### src/rtl/i2c_arbiter.sv
// Round-robin arbiter that shares one I2C master engine among NUM_REQ requesters,
// running one register transaction at a time under a per-phase watchdog.
module i2c_arbiter #(
   parameter int                   NUM_REQ        = 2,
   parameter int                   TIMEOUT_W      = 24,
   parameter logic [TIMEOUT_W-1:0] TIMEOUT_CYCLES = TIMEOUT_W'(1_000_000)
) (
   input  logic                   clk,
   input  logic                   reset,
   input  logic [NUM_REQ-1:0]     req,
   input  logic [NUM_REQ-1:0]     req_is_read,
   input  logic [7*NUM_REQ-1:0]   req_chip_addr,
   input  logic [8*NUM_REQ-1:0]   req_reg_addr,
   input  logic [8*NUM_REQ-1:0]   req_value,
   output logic [NUM_REQ-1:0]     grant,
   output logic [NUM_REQ-1:0]     ack,
   output logic [7:0]             rsp_data,
   output logic                   rsp_error,
   output logic                   rsp_timeout,
   output logic                   busy,
   output logic [6:0]             i2c_chip_addr,
   output logic [7:0]             i2c_reg_addr,
   output logic [7:0]             i2c_value,
   output logic                   i2c_is_read,
   output logic                   i2c_enable,
   input  logic [7:0]             i2c_data,
   input  logic                   i2c_done,
   input  logic                   i2c_ack_error
);

   localparam int RR_W = (NUM_REQ > 2) ? 2 : 1;

   typedef enum logic [1:0] {
      S_IDLE,
      S_START,
      S_RUN,
      S_DONE
   } state_t;

   state_t                state_q, state_n;
   logic [RR_W-1:0]       rr_q, rr_n;
   logic [TIMEOUT_W-1:0]  wdog_q, wdog_n, wdog_inc;

   logic [NUM_REQ-1:0]    grant_n, ack_n;
   logic [7:0]            rsp_data_n;
   logic                  rsp_error_n, rsp_timeout_n;
   logic [6:0]            i2c_chip_addr_n;
   logic [7:0]            i2c_reg_addr_n, i2c_value_n;
   logic                  i2c_is_read_n, i2c_enable_n;

   logic [NUM_REQ-1:0]    req_rot;
   logic [RR_W-1:0]       win_pos, win_idx;
   logic [RR_W:0]         win_sum;
   logic                  win_found;
   logic [6:0]            sel_chip;
   logic [7:0]            sel_reg, sel_value;
   logic                  sel_read;
   logic [NUM_REQ-1:0]    sel_onehot;

   // Rotate the request vector so bit 0 is the requester at rr, then take the
   // lowest set bit and map it back to an absolute requester index.
   always_comb begin
      req_rot   = NUM_REQ'({req, req} >> rr_q);
      win_found = 1'b0;
      win_pos   = '0;
      for (int k = NUM_REQ - 1; k >= 0; k--) begin
         if (req_rot[k]) begin
            win_found = 1'b1;
            win_pos   = RR_W'(k);
         end
      end
      win_sum = {1'b0, rr_q} + {1'b0, win_pos};
      if (win_sum >= (RR_W+1)'(NUM_REQ))
         win_sum = win_sum - (RR_W+1)'(NUM_REQ);
      win_idx = win_sum[RR_W-1:0];
   end

   always_comb begin
      sel_chip   = '0;
      sel_reg    = '0;
      sel_value  = '0;
      sel_read   = 1'b0;
      sel_onehot = '0;
      for (int i = 0; i < NUM_REQ; i++) begin
         if (win_idx == RR_W'(i)) begin
            sel_chip      = req_chip_addr[7*i +: 7];
            sel_reg       = req_reg_addr[8*i +: 8];
            sel_value     = req_value[8*i +: 8];
            sel_read      = req_is_read[i];
            sel_onehot[i] = 1'b1;
         end
      end
   end

   assign wdog_inc = wdog_q + TIMEOUT_W'(1);

   // Next-state and registered-output logic; everything holds unless a state acts.
   always_comb begin
      state_n         = state_q;
      rr_n            = rr_q;
      wdog_n          = wdog_q;
      grant_n         = grant;
      ack_n           = '0;
      rsp_data_n      = rsp_data;
      rsp_error_n     = rsp_error;
      rsp_timeout_n   = rsp_timeout;
      i2c_chip_addr_n = i2c_chip_addr;
      i2c_reg_addr_n  = i2c_reg_addr;
      i2c_value_n     = i2c_value;
      i2c_is_read_n   = i2c_is_read;
      i2c_enable_n    = i2c_enable;

      case (state_q)
         S_IDLE: begin
            if (i2c_done && win_found) begin
               i2c_chip_addr_n = sel_chip;
               i2c_reg_addr_n  = sel_reg;
               i2c_value_n     = sel_value;
               i2c_is_read_n   = sel_read;
               i2c_enable_n    = 1'b1;
               grant_n         = sel_onehot;
               rr_n            = (win_idx == RR_W'(NUM_REQ - 1)) ? '0 : win_idx + RR_W'(1);
               wdog_n          = '0;
               state_n         = S_START;
            end
         end

         S_START: begin
            if (!i2c_done) begin
               i2c_enable_n = 1'b0;
               wdog_n       = '0;
               state_n      = S_RUN;
            end else if (wdog_inc == TIMEOUT_CYCLES) begin
               wdog_n        = wdog_inc;
               i2c_enable_n  = 1'b0;
               rsp_error_n   = 1'b1;
               rsp_timeout_n = 1'b1;
               ack_n         = grant;
               state_n       = S_DONE;
            end else begin
               wdog_n = wdog_inc;
            end
         end

         S_RUN: begin
            if (i2c_done) begin
               if (i2c_is_read)
                  rsp_data_n = i2c_data;
               rsp_error_n   = i2c_ack_error;
               rsp_timeout_n = 1'b0;
               ack_n         = grant;
               state_n       = S_DONE;
            end else if (wdog_inc == TIMEOUT_CYCLES) begin
               wdog_n        = wdog_inc;
               i2c_enable_n  = 1'b0;
               rsp_error_n   = 1'b1;
               rsp_timeout_n = 1'b1;
               ack_n         = grant;
               state_n       = S_DONE;
            end else begin
               wdog_n = wdog_inc;
            end
         end

         S_DONE: begin
            grant_n = '0;
            state_n = S_IDLE;
         end

         default: state_n = S_IDLE;
      endcase
   end

   always_ff @(posedge clk) begin
      if (reset) begin
         state_q       <= S_IDLE;
         rr_q          <= '0;
         wdog_q        <= '0;
         grant         <= '0;
         ack           <= '0;
         rsp_data      <= '0;
         rsp_error     <= 1'b0;
         rsp_timeout   <= 1'b0;
         i2c_chip_addr <= '0;
         i2c_reg_addr  <= '0;
         i2c_value     <= '0;
         i2c_is_read   <= 1'b0;
         i2c_enable    <= 1'b0;
      end else begin
         state_q       <= state_n;
         rr_q          <= rr_n;
         wdog_q        <= wdog_n;
         grant         <= grant_n;
         ack           <= ack_n;
         rsp_data      <= rsp_data_n;
         rsp_error     <= rsp_error_n;
         rsp_timeout   <= rsp_timeout_n;
         i2c_chip_addr <= i2c_chip_addr_n;
         i2c_reg_addr  <= i2c_reg_addr_n;
         i2c_value     <= i2c_value_n;
         i2c_is_read   <= i2c_is_read_n;
         i2c_enable    <= i2c_enable_n;
      end
   end

   assign busy = (state_q != S_IDLE);

endmodule
### config.mk
export PLATFORM = sky130hd
export DESIGN_NAME = i2c_arbiter
export DESIGN_NICKNAME = d
export VERILOG_FILES = /design/src/rtl/i2c_arbiter.sv
export SDC_FILE = /design/constraint.sdc
export NUM_CORES = 1
export LEC_CHECK = 0
export ABC_AREA = 1
export CAP_MARGIN = 20
export CORE_MARGIN = 1.5
export CORE_UTILIZATION = 35
export DETAILED_ROUTE_END_ITERATION = 8
export PLACE_DENSITY = 0.58
export SYNTH_ARGS = -nofsm -noshare
export SYNTH_HDL_FRONTEND = slang
export SYNTH_SLANG_ARGS = --single-unit
### constraint.sdc
create_clock -name clk -period 5.2 [get_ports clk]
set_input_delay 1.04 -clock clk [delete_from_list [all_inputs] [get_ports clk]]
set_output_delay 1.04 -clock clk [all_outputs]
set_load 0.005 [all_outputs]
==> out/qor.csv, run 1 <==
stage,metric,value,unit
setup_path,Crit path required time,5.47,ns
power_and_ir_drop,part of the power in registers,0.436,
sta,Max Clk Rate,327,MHz
min_path,worst hold path type,flip-flop to flip-flop,
logic_synthesis,top-area cell type share of the netlist area,0.371,
route,DRT antenna net count,0,
power_and_ir_drop,Pint,0.931,mW
global_routing,vias in the first global route,3669,
logic_synthesis,ys async rst share,0,
sta,Slew Limit Fails,0,
global_routing,largest net degree at the start of global routing,37,
sta,clock skew,0.0139,ns
global_routing,global-route wire length before repair,16.7,mm
power_and_ir_drop,switching share of total power,0.264,
sta,relative slew slack,0.395,
logic_synthesis,Syn Area/Cell,6.65,sq um
setup_path,Worst Setup SP,req[1],
logic_synthesis,Syn Inst Count,535,
global_routing,GRT Overall Usage,0.190,
logic_synthesis,synth top area cells,"dfxtp_1 (37%), nand2_1 (17%), nand3_1 (7.2%)",
setup_path,startpoint types,input port,
sta,fin crit share,0.588,
route,number of DRC markers in iteration 0,139,
power_and_ir_drop,Peak supply drop,0.000145,V
logic_synthesis,Post-Syn Area,3560,sq um
sta,Final TNS setup,0,ns
route,Via density,4.83,
logic_synthesis,top-count cell post-synth,nand2_1,
cts,# clock sinks,66,
logic_synthesis,"Top FF cell, synth",dfxtp_1,
power_and_ir_drop,power per cell area,258,nW/um^2
cts,CTS tree,built,
floorplanning,Core Area,9820,sq um
global_routing,GR peak layer,met2,
min_path,min-delay src,rsp_data[4],
floorplanning,Die X,104,microns
logic_synthesis,Yosys Warn Count,0,
power_and_ir_drop,Clock power frac,0.390,
cts,Clock Latency Late Sink,0.35,ns
global_routing,initial antenna violation count,0,
placed_design,Placer Congestion,0.813,
floorplanning,Initial Util,0.362,
logic_synthesis,Synthesized Nets,604,
placed_design,dpl cells,750,
setup_path,Reg-to-Reg Start,state_q[0],
cts,Post-CTS Hold Fix Bufs,0,
floorplanning,Die ar.,10800,sq um
sta,Least-Margin Pin Slew,0.907,ns
cells_and_area,final instance area,4900,sq um
logic_synthesis,number of enable flip-flop cells after synthesis,0,
placed_design,Post-Place Cell Area,4670,sq um
setup_path,CP arrival,3.32,ns
global_routing,GR Util met1,0.229,
global_routing,gr ovfl total,0,
cells_and_area,Final Net Count,697,
floorplanning,Rows,36,
sta,RSZ-0062 raised after global routing,no,
setup_path,WS Path Type,input port to flip-flop,
setup_path,top fanout value on the critical path,26,
setup_path,FF-to-FF End,wdog_q[16],
global_routing,met3 Track Usage GR,0.0529,
logic_synthesis,sequential element share of the synthesized area,0.371,
route,DRC viols,0,
power_and_ir_drop,Lkg Pwr,1.92,nW
sta,Fin. Hold Viols,0,
floorplanning,Die Height,104,microns
setup_path,reg2reg setup slack,2.58,ns
logic_synthesis,number of synthesized register bits,66,
power_and_ir_drop,Comb power frac,0.174,
cells_and_area,P&R area growth vs syn,37.8,%
cts,"Reg clk slew, reported paths",0.08,ns
power_and_ir_drop,overall power,1.27,mW
placed_design,DP Wirelength,7.20,mm
route,drt wl/cell,12.9,microns
sta,final setup vio count,0,
cells_and_area,proportion of layout cells with a drive suffix above 1,0.0600,
route,TritonRoute pass-1 iters,4,
cells_and_area,# diodes,0,
global_routing,met2 usage,0.317,
logic_synthesis,"area leader, netlist",dfxtp_1,
setup_path,Setup crit end,i2c_reg_addr[3],
route,Via Count,3698,
logic_synthesis,most frequent cells after synthesis,"nand2_1 (157), dfxtp_1 (66), inv_1 (58)",
cts,PostCTS Resize Cnt,0,
cts,post-CTS setup repair buffer count,0,
setup_path,Register-to-Register Path Depth,9,
sta,hold slack final,0.469,ns
run_status,status,completed,
job,Max-Cap Viols,0,
sta,post-layout min period,3.06,ns
power_and_ir_drop,Net Sw Power,0.335,mW
logic_synthesis,"Distinct cells, synth",30,
floorplanning,IO Count,102,
cts,H-Tree Depth,3,
placed_design,number of I/O port buffers,101,
cts,CTS max path bufs,2,
route,Post-Route WL,9.91,mm
cts,Root Buffer Master,clkbuf_8,
setup_path,CP endpoint kind,flip-flop,
cts,CTS buffer count,9,
cells_and_area,non-filler instance count after layout,766,
==> cell type report <==
class	count	area [sq um]
multi-input cells	388	1930
fillers	1077	4920
flip-flops and latches	66	1320
clock inverters	6	90.1
clock buffers	10	138
repair buffers	104	1030
inverters	59	221
well taps	133	166
==> flip-flops by register name (all words and copies together), names as in the netlist <==
register and cells:
grant 2, rr_q 1, i2c_enable 1, i2c_chip_addr 7, rsp_data 8, state_q 2, i2c_reg_addr 8, wdog_q 24
ack 2, i2c_is_read 1, i2c_value 8, rsp_timeout 1, rsp_error 1
==> kinds of logic after synthesis <==
group / count (synthesis) / synth area share
XOR/XNOR: 1 / 0.00246
adder cells (fa/ha/maj): 7 / 0.0246
buffers and inverters: 81 / 0.0862
AND/OR/NAND/NOR: 301 / 0.378
AO/OA/AOI/OAI: 79 / 0.137
flip-flops: 66 / 0.371
==> routing by layer <==
metal | part of all wire | vias to the layer above
met4 | 0.017 | 0
met1 | 0.46 | 1664
met3 | 0.061 | 13
li1 | - | 1935
met5 | 0 | -
met2 | 0.46 | 86
==> layout by cell type, fill, tap and decap left out, types with 6 or more instances in the layout <==
master           Yosys  final
o221ai_1            10     10
ha_1                 7      7
a21oi_1             39     39
nand2_1            157    157
o211ai_1            14     14
nor3_1              11     11
inv_1               58     58
clkbuf_8             0     10
clkdlybuf4s50_1      0    101
nand2_2              6      6
dfxtp_1             66     66
nor2_1              52     51
nand4_1              9      9
nand3_1             51     51
==> worst max-delay path, cell delays in order <==
cell	delay, ns
clkdlybuf4s50_1	0.49
inv_1	0.07
a21oi_1	0.18
clkinv_1	0.62
nand2_1	0.61
o221ai_1	0.17
nor2_1	0.15
==> worst min-delay path by stage <==
| stage | endpoint | cells after the start |
|---|---|---|
| finish | rsp_data[4] | 2 |
| global placement | rsp_data[4] | 2 |
| detailed placement | rsp_data[4] | 2 |
| CTS | rsp_data[4] | 2 |
| floorplan | rr_q | 2 |
| global route | rsp_data[4] | 2 |
==> power by group through the flow <==
stage	registers [mW]	clock network, mW	logic (mW)
2_1_floorplan	0.560	0	0.0987
3_3_place_gp	0.562	0	0.221
3_5_place_dp	0.561	0	0.223
4_1_cts	0.551	0.504	0.224
5_1_grt	0.555	0.527	0.245
6_report	0.551	0.493	0.220
==> through the flow <==
stage | setup WS, ns | utilization
3_5_place_dp | 1.75 | 0.476
4_1_cts | 2.12 | 0.499
3_3_place_gp | 1.83 | 0.476
6_report | 2.14 | 0.499
5_1_grt | 1.87 | 0.499
2_1_floorplan | 2.82 | -
No activity file was read; power rests on OpenSTA's default activity.
==> inputs of run 2 (changes only) <==
Clock period 5.2 ns to 3 ns, I/O delays scaled along.
==> out/qor.csv, run 2 (synthesis gave the netlist of run 1 again) <==
stage,metric,value,unit
sta,clock skew,0.00535,ns
floorplanning,Rows,36,
sta,relative slew slack,0.718,
global_routing,gr ovfl total,0,
route,drt wl/cell,13.3,microns
sta,Slew Limit Fails,0,
power_and_ir_drop,Clock power frac,0.407,
global_routing,vias in the first global route,3705,
sta,Least-Margin Pin Slew,0.423,ns
cts,H-Tree Depth,3,
power_and_ir_drop,Lkg Pwr,1.95,nW
cts,CTS max path bufs,2,
min_path,min-delay src,rsp_timeout,
sta,post-layout min period,2.38,ns
cts,PostCTS Resize Cnt,0,
floorplanning,IO Count,102,
setup_path,Worst Setup SP,state_q[1],
sta,Max Clk Rate,420,MHz
cells_and_area,P&R area growth vs syn,39.3,%
cts,CTS tree,built,
setup_path,crit-path cells,inv_1 -> ha_1 -> inv_1 -> clkdlybuf4s50_1,
route,number of DRC markers in iteration 0,90,
floorplanning,Initial Util,0.362,
power_and_ir_drop,part of the power in registers,0.421,
cts,Root Buffer Master,clkbuf_8,
min_path,worst hold path type,flip-flop to flip-flop,
cts,"Reg clk slew, reported paths",0.07,ns
route,TritonRoute pass-1 iters,4,
global_routing,GRT Overall Usage,0.196,
floorplanning,Die X,104,microns
cells_and_area,register area,1320,sq um
setup_path,top fanout value on the critical path,6,
job,Max-Cap Viols,0,
cells_and_area,most frequent cells in the layout,"nand2_1 (157), clkdlybuf4s50_1 (101), dfxtp_1 (66), inv_1 (58)",
setup_path,max incr delay on CP,0.56,ns
sta,Fin. Hold Viols,0,
cells_and_area,fillers,1023,
setup_path,CP endpoint kind,output pin,
power_and_ir_drop,Comb power frac,0.172,
cells_and_area,Final Net Count,702,
global_routing,largest net degree at the start of global routing,36,
cts,post-CTS setup repair buffer count,0,
floorplanning,Die Height,104,microns
cells_and_area,largest reg by FF count,wdog_q,
route,Post-Route WL,10.2,mm
power_and_ir_drop,Peak supply drop,0.000289,V
sta,Final TNS setup,0,ns
setup_path,Crit path required time,2.40,ns
route,DRT antenna net count,0,
power_and_ir_drop,Net Sw Power,0.591,mW
floorplanning,Die ar.,10800,sq um
placed_design,DP Wirelength,7.36,mm
power_and_ir_drop,power per cell area,458,nW/um^2
cts,Post-CTS Hold Fix Bufs,0,
setup_path,"Max stage delay cell, worst path",clkdlybuf4s50_1,
run_status,status,completed,
setup_path,WS Path Type,flip-flop to output pin,
cts,CTS buffer count,9,
global_routing,global-route wire length before repair,17.1,mm
cells_and_area,Largest register FFs,24,
power_and_ir_drop,switching share of total power,0.260,
cells_and_area,"most common cell after layout, fill and taps aside",nand2_1,
route,Via density,4.91,
power_and_ir_drop,Pint,1.68,mW
cts,Clock Latency Late Sink,0.36,ns
route,Via Count,3786,
floorplanning,Core Area,9820,sq um
route,DRC viols,0,
setup_path,startpoint types,flip-flop,
cts,# clock sinks,66,
setup_path,most frequent CP cell,inv_1,
placed_design,number of I/O port buffers,101,
setup_path,CP arrival,1.78,ns
global_routing,initial antenna violation count,0,
cells_and_area,# diodes,0,
placed_design,Placer Congestion,0.802,
setup_path,Reg-to-Reg Start,wdog_q[1],
cells_and_area,non-filler instance count after layout,771,
cells_and_area,proportion of layout cells with a drive suffix above 1,0.0674,
cells_and_area,Multi-input gate area,1930,sq um
placed_design,dpl cells,755,
sta,final setup vio count,0,
sta,fin crit share,0.794,
sta,RSZ-0062 raised after global routing,no,
run 2: cell types whose count changed in the layout (fill, tap and decap cells not counted):
cell / before / now
clkbuf_8: 10 / 9
clkinvlp_4: 1 / 3
clkinv_4: 2 / 0
bufinv_16: 2 / 3
buf_4: 3 / 8
run 2: worst paths after layout:
check / slack [ns] / cells past startpoint / to
worst min-delay path: 0.47 / 2 / rsp_timeout
worst min register to register: 0.47 / 2 / rsp_timeout
worst max register to register: 0.70 / 15 / state_q[1]
worst max-delay path: 0.62 / 4 / busy
run 2: cell type report:
type,count,area share
well taps,133,0.0336
clock inverters,7,0.0237
inverters,59,0.0447
flip-flops and latches,66,0.267
multi-input cells,388,0.390
repair buffers,109,0.216
clock buffers,9,0.0250
run 2: power by group through the flow:
stage / clock [mW] / combinational [mW] / sequential, mW
floorplan: 0 / 0.171 / 0.970
global placement: 0 / 0.393 / 0.973
detailed placement: 0 / 0.395 / 0.973
CTS: 0.953 / 0.397 / 0.955
global route: 0.993 / 0.433 / 0.961
finish: 0.923 / 0.391 / 0.955
run 2: per-stage QoR:
step           setup WS (ns)  hold WS (ns)  power (mW)   util  cell area [sq um]
4_1_cts                0.588         0.472        2.30  0.504               4950
6_report               0.619         0.469        2.27  0.504               4950
3_5_place_dp           0.383         0.458        1.37  0.480               4710
5_1_grt                0.448         0.489        2.39  0.504               4950
3_3_place_gp           0.433         0.453        1.37  0.480               4710
2_1_floorplan           1.06         0.441        1.14      -               3560
run 2: critical path: cells and delay by family, from the launching register on:
kind	cells	cell delay, ns
adder cells (fa/ha/maj)	1	0.19
buffers and inverters	3	0.80
flip-flops	1	0.43
run 2: routing by layer:
layer  wire [microns]  global-route usage  part of all wire  vias up
li1                 -                   -                 -     1948
met1             4350               0.215              0.43     1726
met2             4780               0.331              0.47       97
met3              874              0.0931             0.085       15
met4              226              0.0704             0.022        0
met5                0                   0                 0        -
==> inputs of run 3 (changes only) <==
Settings changed: PLACE_DENSITY 0.58 to 0.6.
Clock period 3 ns to 2.1 ns, I/O delays scaled along.
==> out/qor.csv, run 3 (synthesis gave the netlist of run 1 again) <==
stage,metric,value,unit
cells_and_area,Final Net Count,727,
sta,clock skew,0.00931,ns
cts,Post-CTS Hold Fix Bufs,0,
power_and_ir_drop,Peak supply drop,0.000374,V
floorplanning,Initial Util,0.362,
placed_design,number of I/O port buffers,101,
cts,H-Tree Depth,3,
cells_and_area,# diodes,0,
route,number of DRC markers in iteration 0,166,
sta,post-layout min period,2.03,ns
floorplanning,Core Area,9820,sq um
cts,# clock sinks,66,
global_routing,vias in the first global route,3716,
cells_and_area,Multi-input gate area,2010,sq um
setup_path,startpoint types,flip-flop,
cts,Root Buffer Master,clkbuf_8,
power_and_ir_drop,Lkg Pwr,2.13,nW
cells_and_area,non-filler instance count after layout,796,
cells_and_area,fin util,0.536,
cells_and_area,P&R area growth vs syn,47.8,%
cts,CTS tree,built,
global_routing,largest net degree at the start of global routing,36,
sta,Slew Limit Fails,0,
sta,final setup vio count,0,
cells_and_area,Largest register FFs,24,
route,Via Count,3899,
power_and_ir_drop,power per cell area,606,nW/um^2
cts,"Reg clk slew, reported paths",0.08,ns
cells_and_area,register area,1340,sq um
floorplanning,Die ar.,10800,sq um
setup_path,top fanout value on the critical path,7,
route,Post-Route WL,10.3,mm
sta,hold slack final,0.466,ns
cells_and_area,largest reg by FF count,wdog_q,
floorplanning,Rows,36,
placed_design,dpl cells,777,
cts,CTS buffer count,9,
route,drt wl/cell,12.9,microns
cells_and_area,most frequent cells in the layout,"nand2_1 (155), clkdlybuf4s50_1 (100), inv_1 (57), dfxtp_1 (54), nand3_1 (50)",
cells_and_area,"most common cell after layout, fill and taps aside",nand2_1,
setup_path,CP arrival,2.30,ns
sta,relative slew slack,0.719,
sta,Max Clk Rate,493,MHz
route,DRC viols,0,
global_routing,global-route wire length before repair,17.1,mm
floorplanning,IO Count,102,
cells_and_area,fillers,1015,
route,TritonRoute pass-1 iters,5,
sta,Fin. Hold Viols,0,
sta,fin crit share,0.965,
global_routing,gr ovfl total,0,
placed_design,Placer Congestion,0.818,
cts,Clock Latency Late Sink,0.34,ns
route,Via density,4.90,
global_routing,GRT Overall Usage,0.193,
setup_path,WS Path Type,flip-flop to flip-flop,
sta,RSZ-0062 raised after global routing,yes,
placed_design,DP Wirelength,7.56,mm
cts,CTS max path bufs,2,
min_path,worst hold path type,flip-flop to flip-flop,
route,DRT antenna net count,0,
setup_path,CP endpoint kind,flip-flop,
floorplanning,Die X,104,microns
power_and_ir_drop,overall power,3.19,mW
setup_path,Crit path required time,2.38,ns
cells_and_area,proportion of layout cells with a drive suffix above 1,0.142,
global_routing,initial antenna violation count,0,
job,Max-Cap Viols,0,
run_status,status,completed,
floorplanning,Die Height,104,microns
sta,Least-Margin Pin Slew,0.422,ns
==> run 3: cell types whose count changed in the layout (fill, tap and decap cells not counted), sizes merged <==
cell,previous run,this run
bufinv,3,2
inv,58,59
dlygate4sd2,0,1
clkdlybuf4s50,101,100
buf,8,33
clkinvlp,3,0
clkinv,2,5
==> run 3: routing by layer <==
layer | global-route usage | wire (microns) | up-vias
li1 | - | - | 2004
met1 | 0.236 | 4590 | 1763
met2 | 0.311 | 4690 | 112
met3 | 0.0654 | 798 | 20
met4 | 0.0764 | 213 | 0
met5 | 0 | 0 | -
==> run 3: power by group <==
part / switching, mW / internal, mW
Sequential: 0.0420 / 1.32
Combinational: 0.280 / 0.328
Clock: 0.542 / 0.681
Total: 0.864 / 2.32
==> run 3: area by class of cell <==
cell class              instances  share of cell area
repair buffers                134               0.246
flip-flops and latches         66               0.255
inverters                      59              0.0421
multi-input cells             388               0.382
clock buffers                   9              0.0236
well taps                     133              0.0316
clock inverters                 7              0.0195
==> run 3: final timing paths <==
| path | from | end | slack (ns) | depth (start not counted) |
|---|---|---|---|---|
| max | wdog_q[1] | state_q[1] | 0.07 | 17 |
| min | rsp_data[3] | rsp_data[3] | 0.47 | 2 |
| max reg2reg | wdog_q[1] | state_q[1] | 0.07 | 17 |
| min reg2reg | rsp_data[3] | rsp_data[3] | 0.47 | 2 |
==> run 3: worst max-delay path: stages (launching register included) <==
cell and delay [ns]:
dfxtp_2 0.35, buf_4 0.13, nand2_2 0.06, nor2_4 0.22, nand2_2 0.12, nand2_1 0.08, nand2_1 0.08, nor2_1 0.09
nand2_1 0.08, nor2_1 0.10, nand2_1 0.09, nor2_4 0.14, nand2_4 0.08, nand2_1 0.07, nand2_1 0.05, nand2_1 0.05
nand2_1 0.06, a21oi_2 0.11
==> run 3: what timing repair did <==
action                     4_1_cts  5_1_grt
setup buffers                    0        3
pin swaps                        3       14
gates resized for setup          3       31
setup endpoints to repair        4       29
==> run 3: through the flow <==
step / TNS, ns / setup WS [ns] / area, sq um
final: 0 / 0.0728 / 5260
after global routing: -0.375 / -0.101 / 5260
after CTS: 0 / 0.00436 / 5140
after detailed placement: -5.06 / -0.199 / 4910
after global placement: -4.30 / -0.179 / 4910
after floorplan: 0 / 0.188 / 3560
